[src/rtl/pll_lock_ctrl_if.sv]
// rtl/pll_lock_ctrl_if.sv - signal bundle between the PLL lock supervisor and the clock generator / system reset consumers
interface pll_lock_ctrl_if;
    logic       locked;
    logic       pll_reset;
    logic       sys_rst_n;
    logic       pll_ready;
    logic       lock_lost;
    logic [7:0] retry_cnt;
    logic       fail;

    modport master (
        input  locked,
        output pll_reset, sys_rst_n, pll_ready, lock_lost, retry_cnt, fail
    );

    modport slave (
        output locked,
        input  pll_reset, sys_rst_n, pll_ready, lock_lost, retry_cnt, fail
    );
endinterface

[src/rtl/pll_lock_ctrl.sv]
// rtl/pll_lock_ctrl.sv - PLL reset/lock supervisor; retry limit and FAIL state enabled by PLL_LOCK_CTRL_RETRY_LIMIT_EN
module pll_lock_ctrl #(
    parameter int RST_CYCLES    = 16,
    parameter int LOCK_TIMEOUT  = 100000,
    parameter int STABLE_CYCLES = 1024,
    parameter int MAX_RETRY     = 8
) (
    input  logic            clk,
    input  logic            rst_n,
    pll_lock_ctrl_if.master bus
);
`ifdef PLL_LOCK_CTRL_RETRY_LIMIT_EN
    localparam bit LIMIT_EN = 1'b1;
`else
    localparam bit LIMIT_EN = 1'b0;
`endif

    localparam int MAX_AB = (RST_CYCLES > LOCK_TIMEOUT) ? RST_CYCLES : LOCK_TIMEOUT;
    localparam int MAX_ALL = (MAX_AB > STABLE_CYCLES) ? MAX_AB : STABLE_CYCLES;
    localparam int CW = ($clog2(MAX_ALL) < 1) ? 1 : $clog2(MAX_ALL);
    localparam logic [CW-1:0] RST_LAST = CW'(RST_CYCLES - 1);
    localparam logic [CW-1:0] TO_LAST  = CW'(LOCK_TIMEOUT - 1);
    localparam logic [CW-1:0] STB_LAST = CW'(STABLE_CYCLES - 1);

    typedef enum logic [2:0] {
        ST_PLL_RST   = 3'd0,
        ST_WAIT_LOCK = 3'd1,
        ST_STABLE    = 3'd2,
        ST_RUN       = 3'd3,
        ST_FAIL      = 3'd4
    } state_t;

    state_t        state_q, state_d;
    logic [CW-1:0] cnt_q, cnt_d;
    logic [1:0]    sync_q;
    logic          locked_s;
    logic [7:0]    retry_q, retry_d;
    logic          pll_reset_q, sys_rst_n_q, pll_ready_q, lock_lost_q, fail_q;
    logic          lost_d, bump;

    assign locked_s = sync_q[1];

    always_comb begin
        state_d = state_q;
        bump    = 1'b0;
        lost_d  = 1'b0;
        case (state_q)
            ST_PLL_RST:   if (cnt_q == RST_LAST) state_d = ST_WAIT_LOCK;
            ST_WAIT_LOCK: begin
                if (locked_s)               state_d = ST_STABLE;
                else if (cnt_q == TO_LAST)  bump = 1'b1;
            end
            ST_STABLE: begin
                if (!locked_s)              bump = 1'b1;
                else if (cnt_q == STB_LAST) state_d = ST_RUN;
            end
            ST_RUN: begin
                if (!locked_s) begin
                    bump   = 1'b1;
                    lost_d = 1'b1;
                end
            end
            ST_FAIL:      state_d = ST_FAIL;
            default:      state_d = ST_PLL_RST;
        endcase

        retry_d = (bump && retry_q != 8'hFF) ? retry_q + 8'd1 : retry_q;
        // Every failed attempt re-resets the PLL unless the armed limit has been reached.
        if (bump) state_d = (LIMIT_EN && int'(retry_d) >= MAX_RETRY) ? ST_FAIL : ST_PLL_RST;
        cnt_d = (state_d != state_q) ? '0 : cnt_q + 1'b1;
    end

    always_ff @(posedge clk or negedge rst_n) begin
        if (!rst_n) begin
            sync_q      <= 2'b00;
            state_q     <= ST_PLL_RST;
            cnt_q       <= '0;
            retry_q     <= 8'd0;
            pll_reset_q <= 1'b1;
            sys_rst_n_q <= 1'b0;
            pll_ready_q <= 1'b0;
            lock_lost_q <= 1'b0;
            fail_q      <= 1'b0;
        end else begin
            sync_q      <= {sync_q[0], bus.locked};
            state_q     <= state_d;
            cnt_q       <= cnt_d;
            retry_q     <= retry_d;
            pll_reset_q <= (state_d == ST_PLL_RST) || (state_d == ST_FAIL);
            sys_rst_n_q <= (state_d == ST_RUN);
            pll_ready_q <= (state_d == ST_RUN);
            lock_lost_q <= lost_d;
            fail_q      <= LIMIT_EN && (state_d == ST_FAIL);
        end
    end

    assign bus.pll_reset = pll_reset_q;
    assign bus.sys_rst_n = sys_rst_n_q;
    assign bus.pll_ready = pll_ready_q;
    assign bus.lock_lost = lock_lost_q;
    assign bus.retry_cnt = retry_q;
    assign bus.fail      = fail_q;
endmodule

[src/flat_wrapper.sv]
// flat-port wrapper written by rule: the top's interface ports become plain ports
module pll_lock_ctrl_flat 
#(
    parameter int RST_CYCLES    = 16,
    parameter int LOCK_TIMEOUT  = 100000,
    parameter int STABLE_CYCLES = 1024,
    parameter int MAX_RETRY     = 8
)
  (clk, rst_n, bus_locked, bus_pll_reset, bus_sys_rst_n, bus_pll_ready, bus_lock_lost, bus_retry_cnt, bus_fail);
  pll_lock_ctrl_if bus_i ();
  input  logic clk;
  input  logic rst_n;
  input wire logic [$bits(bus_i.locked)-1:0] bus_locked;
  output wire logic [$bits(bus_i.pll_reset)-1:0] bus_pll_reset;
  output wire logic [$bits(bus_i.sys_rst_n)-1:0] bus_sys_rst_n;
  output wire logic [$bits(bus_i.pll_ready)-1:0] bus_pll_ready;
  output wire logic [$bits(bus_i.lock_lost)-1:0] bus_lock_lost;
  output wire logic [$bits(bus_i.retry_cnt)-1:0] bus_retry_cnt;
  output wire logic [$bits(bus_i.fail)-1:0] bus_fail;
  assign bus_i.locked = bus_locked;
  assign bus_pll_reset = bus_i.pll_reset;
  assign bus_sys_rst_n = bus_i.sys_rst_n;
  assign bus_pll_ready = bus_i.pll_ready;
  assign bus_lock_lost = bus_i.lock_lost;
  assign bus_retry_cnt = bus_i.retry_cnt;
  assign bus_fail = bus_i.fail;
  pll_lock_ctrl #(.RST_CYCLES(RST_CYCLES), .LOCK_TIMEOUT(LOCK_TIMEOUT), .STABLE_CYCLES(STABLE_CYCLES), .MAX_RETRY(MAX_RETRY)) u_core (.clk(clk), .rst_n(rst_n), .bus(bus_i));
endmodule
[config.mk]
export PLATFORM = sky130hd
export DESIGN_NAME = pll_lock_ctrl_flat
export DESIGN_NICKNAME = d
export VERILOG_FILES = /design/src/rtl/pll_lock_ctrl_if.sv /design/src/rtl/pll_lock_ctrl.sv /design/src/flat_wrapper.sv
export SDC_FILE = /design/constraint.sdc
export NUM_CORES = 1
export LEC_CHECK = 0
export ABC_AREA = 1
export CAP_MARGIN = 0
export CORE_ASPECT_RATIO = 0.8
export CORE_MARGIN = 2
export CORE_UTILIZATION = 57
export CTS_CLUSTER_SIZE = 10
export DETAILED_ROUTE_END_ITERATION = 10
export GPL_TIMING_DRIVEN = 0
export HOLD_SLACK_MARGIN = 0.12
export PLACE_DENSITY = 0.86
export SYNTH_ARGS = -nofsm -noshare
export SYNTH_HDL_FRONTEND = slang
export SYNTH_SLANG_ARGS = --single-unit
[constraint.sdc]
create_clock -name clk -period 2.1 [get_ports clk]
set_input_delay 0.42 -clock clk [delete_from_list [all_inputs] [get_ports clk]]
set_output_delay 0.42 -clock clk [all_outputs]
set_load 0.005 [all_outputs]
# Yosys cells after proc, flatten, opt, wreduce, memory -nomap -nowiden

Index checks and enable logic that the tools add are counted.

Bits in registers: 33
Input bits: 3
Output and inout port bits: 13
Word-level logic and storage cells: 37

Add/sub/neg operators: 2
Equality and inequality tests: 11
Mux-type cells: 12
Reductions and logical operators: 5

Operators by type and width:

| cell                  | count |
|---|---|
| $add 17x1->17 const B | 1 |
| $eq 17x10->1 const B  | 1 |
| $eq 17x17->1 const B  | 1 |
| $eq 17x4->1 const B   | 1 |
| $mux 17               | 1 |
| $mux 3                | 5 |
| $pmux 3 s5            | 1 |
| $eq 3x2->1 const B    | 3 |
| $add 8x1->8 const B   | 1 |
| $ne 8x8->1 const B    | 1 |
| $eq 3x3->1 const B    | 2 |
| $logic_not 3->1       | 2 |
| $mux 1                | 4 |
| $eq 3x1->1 const B    | 1 |
| $ne 3x3->1            | 1 |
| $pmux 1 s2            | 1 |
| $reduce_or 2->1       | 1 |
| $logic_and 1x1->1     | 1 |
| $logic_or 1x1->1      | 1 |

# Logic depth before layout (Yosys ltp)

Gate-level depths: netlist of run 1.

Depth after elaboration: 7
Mapped depth: 13
Gate-level depth less buffers: 12

# Least setup slack after synthesis of run 1

No wires, ideal clock.

Kind: register to register
Start point: register u_core.cnt_q[0]
End point: register u_core.cnt_q[11]
Library setup time: 0.128 ns
Data arrival time: 1.420 ns
Data required time: 1.972 ns
Path slack: 0.553 ns
Cell stages (with the launch flop): 14
Buffers on the path: 1
Clock period less this slack: 1.547 ns
Path through: dfrtp_1 > ha_1 > nand2_1 > inv_1 > nand2_1 > nor2_1 > nand3_1 > nand2_1 > nand2_2 > nand2_2 > nand2_2 > nand2_4 > buf_12 > nor2_4

Cells in the longest elaborated chain, start to end: 7
Elaborated cells on any way between the ends: 14
Those cells by class: add/sub (1); eq/ne (4); mux (9)

Ends and longest elaborated chain:

| what                                         | RTL line                                 | RTL |
|---|---|---|
| start, declared                              | pll_lock_ctrl.sv:34                      | `logic [CW-1:0] cnt_q, cnt_d;` |
| start signal, assigned                       | pll_lock_ctrl.sv:87                      | `cnt_q <= cnt_d;` |
| $eq 17x10->1 or $eq 17x17->1 (tied branches) | pll_lock_ctrl.sv:55, pll_lock_ctrl.sv:51 |  |
| $mux 3 or $mux 1 (tied branches)             | pll_lock_ctrl.sv:55, pll_lock_ctrl.sv:51 |  |
| $mux 3 or $mux 1 (tied branches)             | pll_lock_ctrl.sv:54, pll_lock_ctrl.sv:50 |  |
| $pmux 3 s5 or $pmux 1 s2 (tied branches)     | pll_lock_ctrl.sv:47                      | `case (state_q)` |
| $mux 3                                       | pll_lock_ctrl.sv:69                      | `if (bump) state_d = (LIMIT_EN && int'(retry_d) >= MAX_RETRY) ? ST_FAIL : ST_PLL_RST;` |
| $ne 3x3->1                                   | pll_lock_ctrl.sv:70                      | `cnt_d = (state_d != state_q) ? '0 : cnt_q + 1'b1;` |
| $mux 17 *                                    | pll_lock_ctrl.sv:70                      |  |
| net u_core.cnt_d[11]                         | pll_lock_ctrl.sv:34                      |  |

Mark *: on every way through the listed nets, which the timed path passes. The rest lies on a longest branch.
A chain may end at the register's enable or synchronous reset.

# Worst setup path after layout of run 1

Start point: register u_core.retry_q[0], in the netlist u_core.bus.retry_cnt[0]
End point: register u_core.retry_q[5], in the netlist u_core.bus.retry_cnt[5]

Cells in the longest elaborated chain, start to end: 2
Elaborated cells on any way between the ends: 3
Those cells by class: add/sub (1); eq/ne (1); reduce/logical (1)

Ends and longest elaborated chain:

| what                                                | RTL line            | RTL |
|---|---|---|
| start, declared                                     | pll_lock_ctrl.sv:37 | `logic [7:0] retry_q, retry_d;` |
| start signal, assigned                              | pll_lock_ctrl.sv:88 | `retry_q <= retry_d;` |
| branches (longest 2 deep; another with $add 8x1->8) | n/a                 |  |

Parallel ways; which one is timed is not known.

==> results.sh, run 1 <==
export IMPL_grtUsageTotal=0.211
export IMPL_design_core_area_sq_um=3090
export IMPL_grt_pass1_vias=1300
export IMPL_portBuffers=14
export IMPL_grt_max_degree=34
export IMPL_ys_seq_elements=33
export IMPL_met1_length_mm=1.64
export IMPL_antennaDiodeCount=0
export IMPL_final_max_slew_violation_count=0
export IMPL_start_util=0.594
export IMPL_dr_pass1_iters=4
export IMPL_timing_fmax_mhz=560
export IMPL_clkLatencyLatePin_ns=0.29
export IMPL_seq_area_sq_um=827
export IMPL_cp_end_kind="flip-flop"
export IMPL_setup_tns_ns=0
export IMPL_synth_top_area_frac=0.437
export IMPL_slew_headroom=0.534
export IMPL_p_clk_frac=0.242
export IMPL_startpoint_type="flip-flop"
export IMPL_slowest_delay_ns=0.45
export IMPL_syn_num_nets=223
export IMPL_rr_startpoint="u_core.bus.retry_cnt[0]"
export IMPL_dp_cells=272
export IMPL_rows=18
export IMPL_power_density_nw_per_um2=909
export IMPL_path_clk_slew_ns=0.07
export IMPL_grt_pass1_wl_mm=5.60
export IMPL_ant_nets=0
export IMPL_cp_slowest_cell="dfrtp_1"
export IMPL_ios=16
export IMPL_comb_power_share=0.324
export IMPL_cp_depth=7
export IMPL_clockRootBuffer="clkbuf_8"
export IMPL_fill_cells=243
export IMPL_routed_via_density=5.16
export IMPL_seq_power_share=0.434
export IMPL_via_count=1444
export IMPL_nets=244
export IMPL_final_common_cell="nand2_1"
export IMPL_gp_congestion=0.900
export IMPL_switchingPower_w=0.000698
export IMPL_postCtsHoldBufs=0
export IMPL_hold_path_class="in2async"
export IMPL_period_share=0.851
export IMPL_ir_worst_vdd_mv=0.806
export IMPL_drive_gt1_frac=0.158
export IMPL_sw_frac_of_total=0.365
export IMPL_worst_ep_required_time_ns=2.27
export IMPL_synth_top_area_cell="dfrtp_1"
export IMPL_crit_buf_inv=1
export IMPL_status="finished clean"
export IMPL_fin_skew_ns=0.00860
export IMPL_fin_crit_ns=1.79
export IMPL_antenna_found_initial=0
export IMPL_crit_path_cell_trace="ha_1 > nand3_1 > nor4_1 > nor2_2 > buf_6 > nand2_1 > o21ai_0"
export IMPL_reg2reg_to="u_core.bus.retry_cnt[5]"
export IMPL_finalHoldViolations=0
export IMPL_worst_pin_slew_ns=0.699
export IMPL_cts_buffer_depth=2
export IMPL_post_cts_resized=0
export IMPL_final_cell_count_no_fill=280
export IMPL_top_layer="met4"
export IMPL_critPathKind="reg2reg"
export IMPL_total_power_w=0.00191
export IMPL_h_tree_depth=2
export IMPL_cts_setup_buffers=0
export IMPL_met2_wirelength_mm=1.56
export IMPL_max_cap_viol_count=0
export IMPL_syn_inst=218
export IMPL_multi_input_area_sq_um=845
export IMPL_areaGrowthSynthToFinish_pct=14.8
export IMPL_die_area_sq_um=3690
export IMPL_leakage_nw=0.971
export IMPL_cts_tree="built"
export IMPL_cts_made_buffers=5
export IMPL_crit_family="simple AND/OR/NAND/NOR gates"
export IMPL_cts_sinks=33
export IMPL_wl_met3_microns=198
export IMPL_synthTopCellsByArea="dfrtp_1 44%, nand2_1 9.2%, xor2_1 6.7%"
export IMPL_ys_warn_count=0
export IMPL_r2r_slack_ns=0.31
export IMPL_final_cell_mix="45 x nand2_1, 32 x dfrtp_1, 27 x inv_1"
export IMPL_totalWireLength_mm=3.47
export IMPL_first_iter_violations=120
export IMPL_synth_avg_cell_area_sq_um=8.40
export IMPL_die_w_microns=67.4
export IMPL_drc_errors=0
export IMPL_syn_area_sq_um=1830
export IMPL_dp_hpwl_mm=2.55
export IMPL_synth_seq_area_share=0.452
export IMPL_path_max_fanout=10
export IMPL_wire_per_inst_microns=12.4
export IMPL_intPower_w=0.00121
export IMPL_worstPathArrival_ns=1.96
export IMPL_overflow=0
export IMPL_rsz0062_at_grt="no"
export IMPL_ff2ff_path_depth=7
export IMPL_ys_types=26
export IMPL_setup_viol=0
export IMPL_dieHeight_microns=54.7
## through the flow
stage | instance area (sq um) | hold WS [ns] | util | worst slack [ns]
floorplan | 1830 | 0.124 | - | 0.553
global placement | 2020 | 0.334 | 0.655 | -0.00627
detailed placement | 2020 | 0.339 | 0.654 | 0.328
CTS | 2100 | 0.201 | 0.682 | 0.313
global route | 2100 | 0.240 | 0.682 | 0.134
finish | 2100 | 0.169 | 0.682 | 0.314
## how the worst max path moves through the flow
stage                     slack, ns                    start                       to
after floorplan                0.55          u_core.cnt_q[0]         u_core.cnt_q[11]
after global placement       -0.006                    rst_n     u_core.bus.sys_rst_n
after detailed placement       0.33  u_core.bus.retry_cnt[0]  u_core.bus.retry_cnt[5]
after CTS                      0.31  u_core.bus.retry_cnt[0]  u_core.bus.retry_cnt[5]
after global routing           0.13  u_core.bus.retry_cnt[0]  u_core.bus.retry_cnt[5]
final                          0.31  u_core.bus.retry_cnt[0]  u_core.bus.retry_cnt[5]
## area by class of cell
class                      count  share of cell area
tap                           40              0.0238
timing repair buffer          14              0.0642
inverter                      29              0.0518
clock buffer                   5              0.0327
clock inverter                 3             0.00833
sequential                    33               0.393
multi-input combinational    151               0.402
buffer                         5              0.0244
## cells by family (layout without fill, tap and decap cells)
group,after synthesis,in the layout,synth area share
DFF,33,33,0.452
AOI/OAI and AO/OA,11,11,0.0335
adders and majority gates,2,2,0.0137
xor gates and xnor gates,17,17,0.0813
buffers and inverters,34,56,0.0874
and+or+nand+nor,120,120,0.331
other,1,1,0.00205
## cells in the mapped netlist, drive strengths merged
| cell | instances |
|---|---|
| a21oi | 1 |
| a211oi | 1 |
| ha | 2 |
| inv | 29 |
| nand4 | 4 |
| xor2 | 14 |
| dfrtp | 32 |
| nand3 | 15 |
| nor2 | 38 |
| conb | 1 |
| nor3 | 11 |
| dfstp | 1 |
| xnor2 | 3 |
| o21ai | 9 |
| nand2 | 51 |
| buf | 5 |
| nor4 | 1 |
## registers in the layout, summed over array words and instances (netlist names)
signal and flops:
u_core.bus.sys_rst_n 1, u_core.bus.retry_cnt 8, u_core.state_q 3, u_core.bus.lock_lost 1, u_core.sync_q 2, u_core.bus.pll_reset 1, u_core.cnt_q 17
## worst register-to-register path: cells and delay by family (launching register included)
kind / cells / cell delay [ns]
AOI/OAI and AO/OA: 1 / 0.08
adders and majority gates: 1 / 0.24
buffers and inverters: 1 / 0.17
DFF: 1 / 0.45
and+or+nand+nor: 4 / 0.72
## power by group through the flow
stage | registers, W | logic (W) | clock network, W
finish | 0.000829 | 0.000619 | 0.000463
global route | 0.000842 | 0.000686 | 0.000507
CTS | 0.000827 | 0.000625 | 0.000477
detailed placement | 0.000838 | 0.000618 | 0
global placement | 0.000834 | 0.000606 | 0
floorplan | 0.000823 | 0.000464 | 0
## per-layer routing
layer | vias up | global-route usage
li1 | 720 | -
met1 | 669 | 0.270
met2 | 46 | 0.340
met3 | 9 | 0.0576
met4 | 0 | 0.0952
met5 | - | 0
(Power assumes the default switching activity.)
==> inputs of run 2 (changes only) <==
--- a/config.mk
+++ b/config.mk
@@ -7,7 +7,6 @@
 export LEC_CHECK = 0
 export ABC_AREA = 1
 export CAP_MARGIN = 0
-export CORE_ASPECT_RATIO = 0.8
 export CORE_MARGIN = 2
 export CORE_UTILIZATION = 57
 export CTS_CLUSTER_SIZE = 10
@@ -15,6 +14,7 @@
 export GPL_TIMING_DRIVEN = 0
 export HOLD_SLACK_MARGIN = 0.12
 export PLACE_DENSITY = 0.86
+export SKIP_CTS_REPAIR_TIMING = 1
 export SYNTH_ARGS = -nofsm -noshare
 export SYNTH_HDL_FRONTEND = slang
 export SYNTH_SLANG_ARGS = --single-unit
==> results.sh, run 2 (synthesis gave the netlist of run 1 again) <==
export IMPL_portBuffers=14
export IMPL_holdWs_ns=0.124
export IMPL_design_core_area_sq_um=3050
export IMPL_nets=244
export IMPL_regMostFlops="u_core.cnt_q"
export IMPL_slowest_delay_ns=0.39
export IMPL_overflow=0
export IMPL_place_area_sq_um=2020
export IMPL_via_count=1396
export IMPL_dr_pass1_iters=4
export IMPL_gp_congestion=0.862
export IMPL_path_clk_slew_ns=0.10
export IMPL_totalWireLength_mm=3.29
export IMPL_startpoint_type="flip-flop"
export IMPL_ir_worst_vdd_mv=0.733
export IMPL_timing_fmax_mhz=556
export IMPL_final_max_slew_violation_count=0
export IMPL_cp_end_kind="flip-flop"
export IMPL_clkLatencyLatePin_ns=0.34
export IMPL_critPathKind="reg2reg"
export IMPL_grt_pass1_wl_mm=5.66
export IMPL_setup_tns_ns=0
export IMPL_fin_crit_ns=1.80
export IMPL_clockRootBuffer="clkbuf_4"
export IMPL_grtUsageTotal=0.214
export IMPL_rr_startpoint="u_core.cnt_q[0]"
export IMPL_cts_buffer_depth=2
export IMPL_drive_gt1_frac=0.154
export IMPL_cts_sinks=33
export IMPL_crit_family="simple AND/OR/NAND/NOR gates"
export IMPL_max_cap_viol_count=0
export IMPL_areaGrowthSynthToFinish_pct=15.0
export IMPL_worstPathArrival_ns=2.02
export IMPL_grt_pass1_vias=1331
export IMPL_cp_slowest_cell="dfrtp_1"
export IMPL_die_area_sq_um=3680
export IMPL_leakage_nw=0.973
export IMPL_first_iter_violations=60
export IMPL_cts_made_buffers=5
export IMPL_grt_max_degree=34
export IMPL_crit_buf_inv=2
export IMPL_period_share=0.857
export IMPL_hold_path_class="in2async"
export IMPL_fin_skew_ns=0.0122
export IMPL_final_cell_mix="45 x nand2_1, 32 x dfrtp_1, 27 x inv_1"
export IMPL_fill_cells=251
export IMPL_slew_headroom=0.522
export IMPL_finalHoldViolations=0
export IMPL_worst_ep_required_time_ns=2.32
export IMPL_drc_errors=0
export IMPL_die_w_microns=60.7
export IMPL_rows=20
export IMPL_final_common_cell="nand2_1"
export IMPL_largest_register_ffs=17
export IMPL_ios=16
export IMPL_wire_per_inst_microns=11.6
export IMPL_antennaDiodeCount=0
export IMPL_stdcell_area_sq_um=2110
export IMPL_rsz0062_at_grt="no"
export IMPL_routed_via_density=4.92
export IMPL_start_util=0.600
export IMPL_startpoint="u_core.cnt_q[0]"
export IMPL_antenna_found_initial=0
export IMPL_setup_viol=0
export IMPL_path_max_fanout=10
export IMPL_dieHeight_microns=60.7
export IMPL_power_density_nw_per_um2=924
export IMPL_crit_path_cell_trace="ha_1 > nand2_1 > inv_1 > nand2_1 > nor2_1 > nand3_1 > nand2_1 > nand2_2 > nand2_2 > nand2_2 > nand2_4 > buf_12 > nor2_4"
export IMPL_cts_tree="built"
export IMPL_h_tree_depth=2
export IMPL_dp_hpwl_mm=2.45
export IMPL_worst_pin_slew_ns=0.717
export IMPL_ant_nets=0
export IMPL_status="finished clean"
-- run 2: changes by cell type in the layout (fill, tap and decap cells not counted), sizes merged --
| cell | change |
|---|---|
| clkbuf | +2 |
| clkinv | -2 |
| bufinv | +1 |
| clkinvlp | -1 |
-- run 2: through the flow --
step / total power (W) / util / instances / worst slack, ns
6_report: 0.00195 / 0.690 / 284 / 0.300
5_1_grt: 0.00208 / 0.690 / 284 / 0.118
4_1_cts: 0.00197 / 0.690 / 284 / 0.298
3_5_place_dp: 0.00147 / 0.662 / 276 / 0.330
3_3_place_gp: 0.00144 / 0.664 / 276 / -0.00884
2_1_floorplan: 0.00129 / - / 218 / 0.553
-- run 2: routing by layer --
layer | routed length (microns) | track usage
met2 | 1550 | 0.346
met4 | 54 | 0.0776
met1 | 1510 | 0.264
met5 | 0 | 0
met3 | 173 | 0.0768
-- run 2: where the power goes --
part           internal (W)  total, W  switching [W]
Combinational      0.000251  0.000623       0.000372
Clock              0.000284  0.000493       0.000209
Sequential         0.000734  0.000830      0.0000968
-- run 2: path summary, 6_finish.rpt --
path | slack [ns] | depth (start not counted) | endpoint
setup / recovery | 0.30 | 13 | u_core.cnt_q[11]
hold / removal | 0.12 | 1 | u_core.cnt_q[0]
setup reg to reg | 0.30 | 13 | u_core.cnt_q[11]
hold reg to reg | 0.36 | 0 | u_core.sync_q[1]
max in group asynchronous | 1.51 | 1 | u_core.cnt_q[9]
min in group clk | 0.36 | 0 | u_core.sync_q[1]
-- run 2: layout make-up --
cell class / count / area [sq um] / area share
buffer: 5 / 51.3 / 0.0243
clock buffer: 7 / 55.1 / 0.0261
clock inverter: 1 / 30.0 / 0.0143
inverter: 29 / 109 / 0.0517
multi-input combinational: 151 / 845 / 0.401
sequential: 33 / 827 / 0.393
tap: 44 / 55.1 / 0.0261
timing repair buffer: 14 / 135 / 0.0641
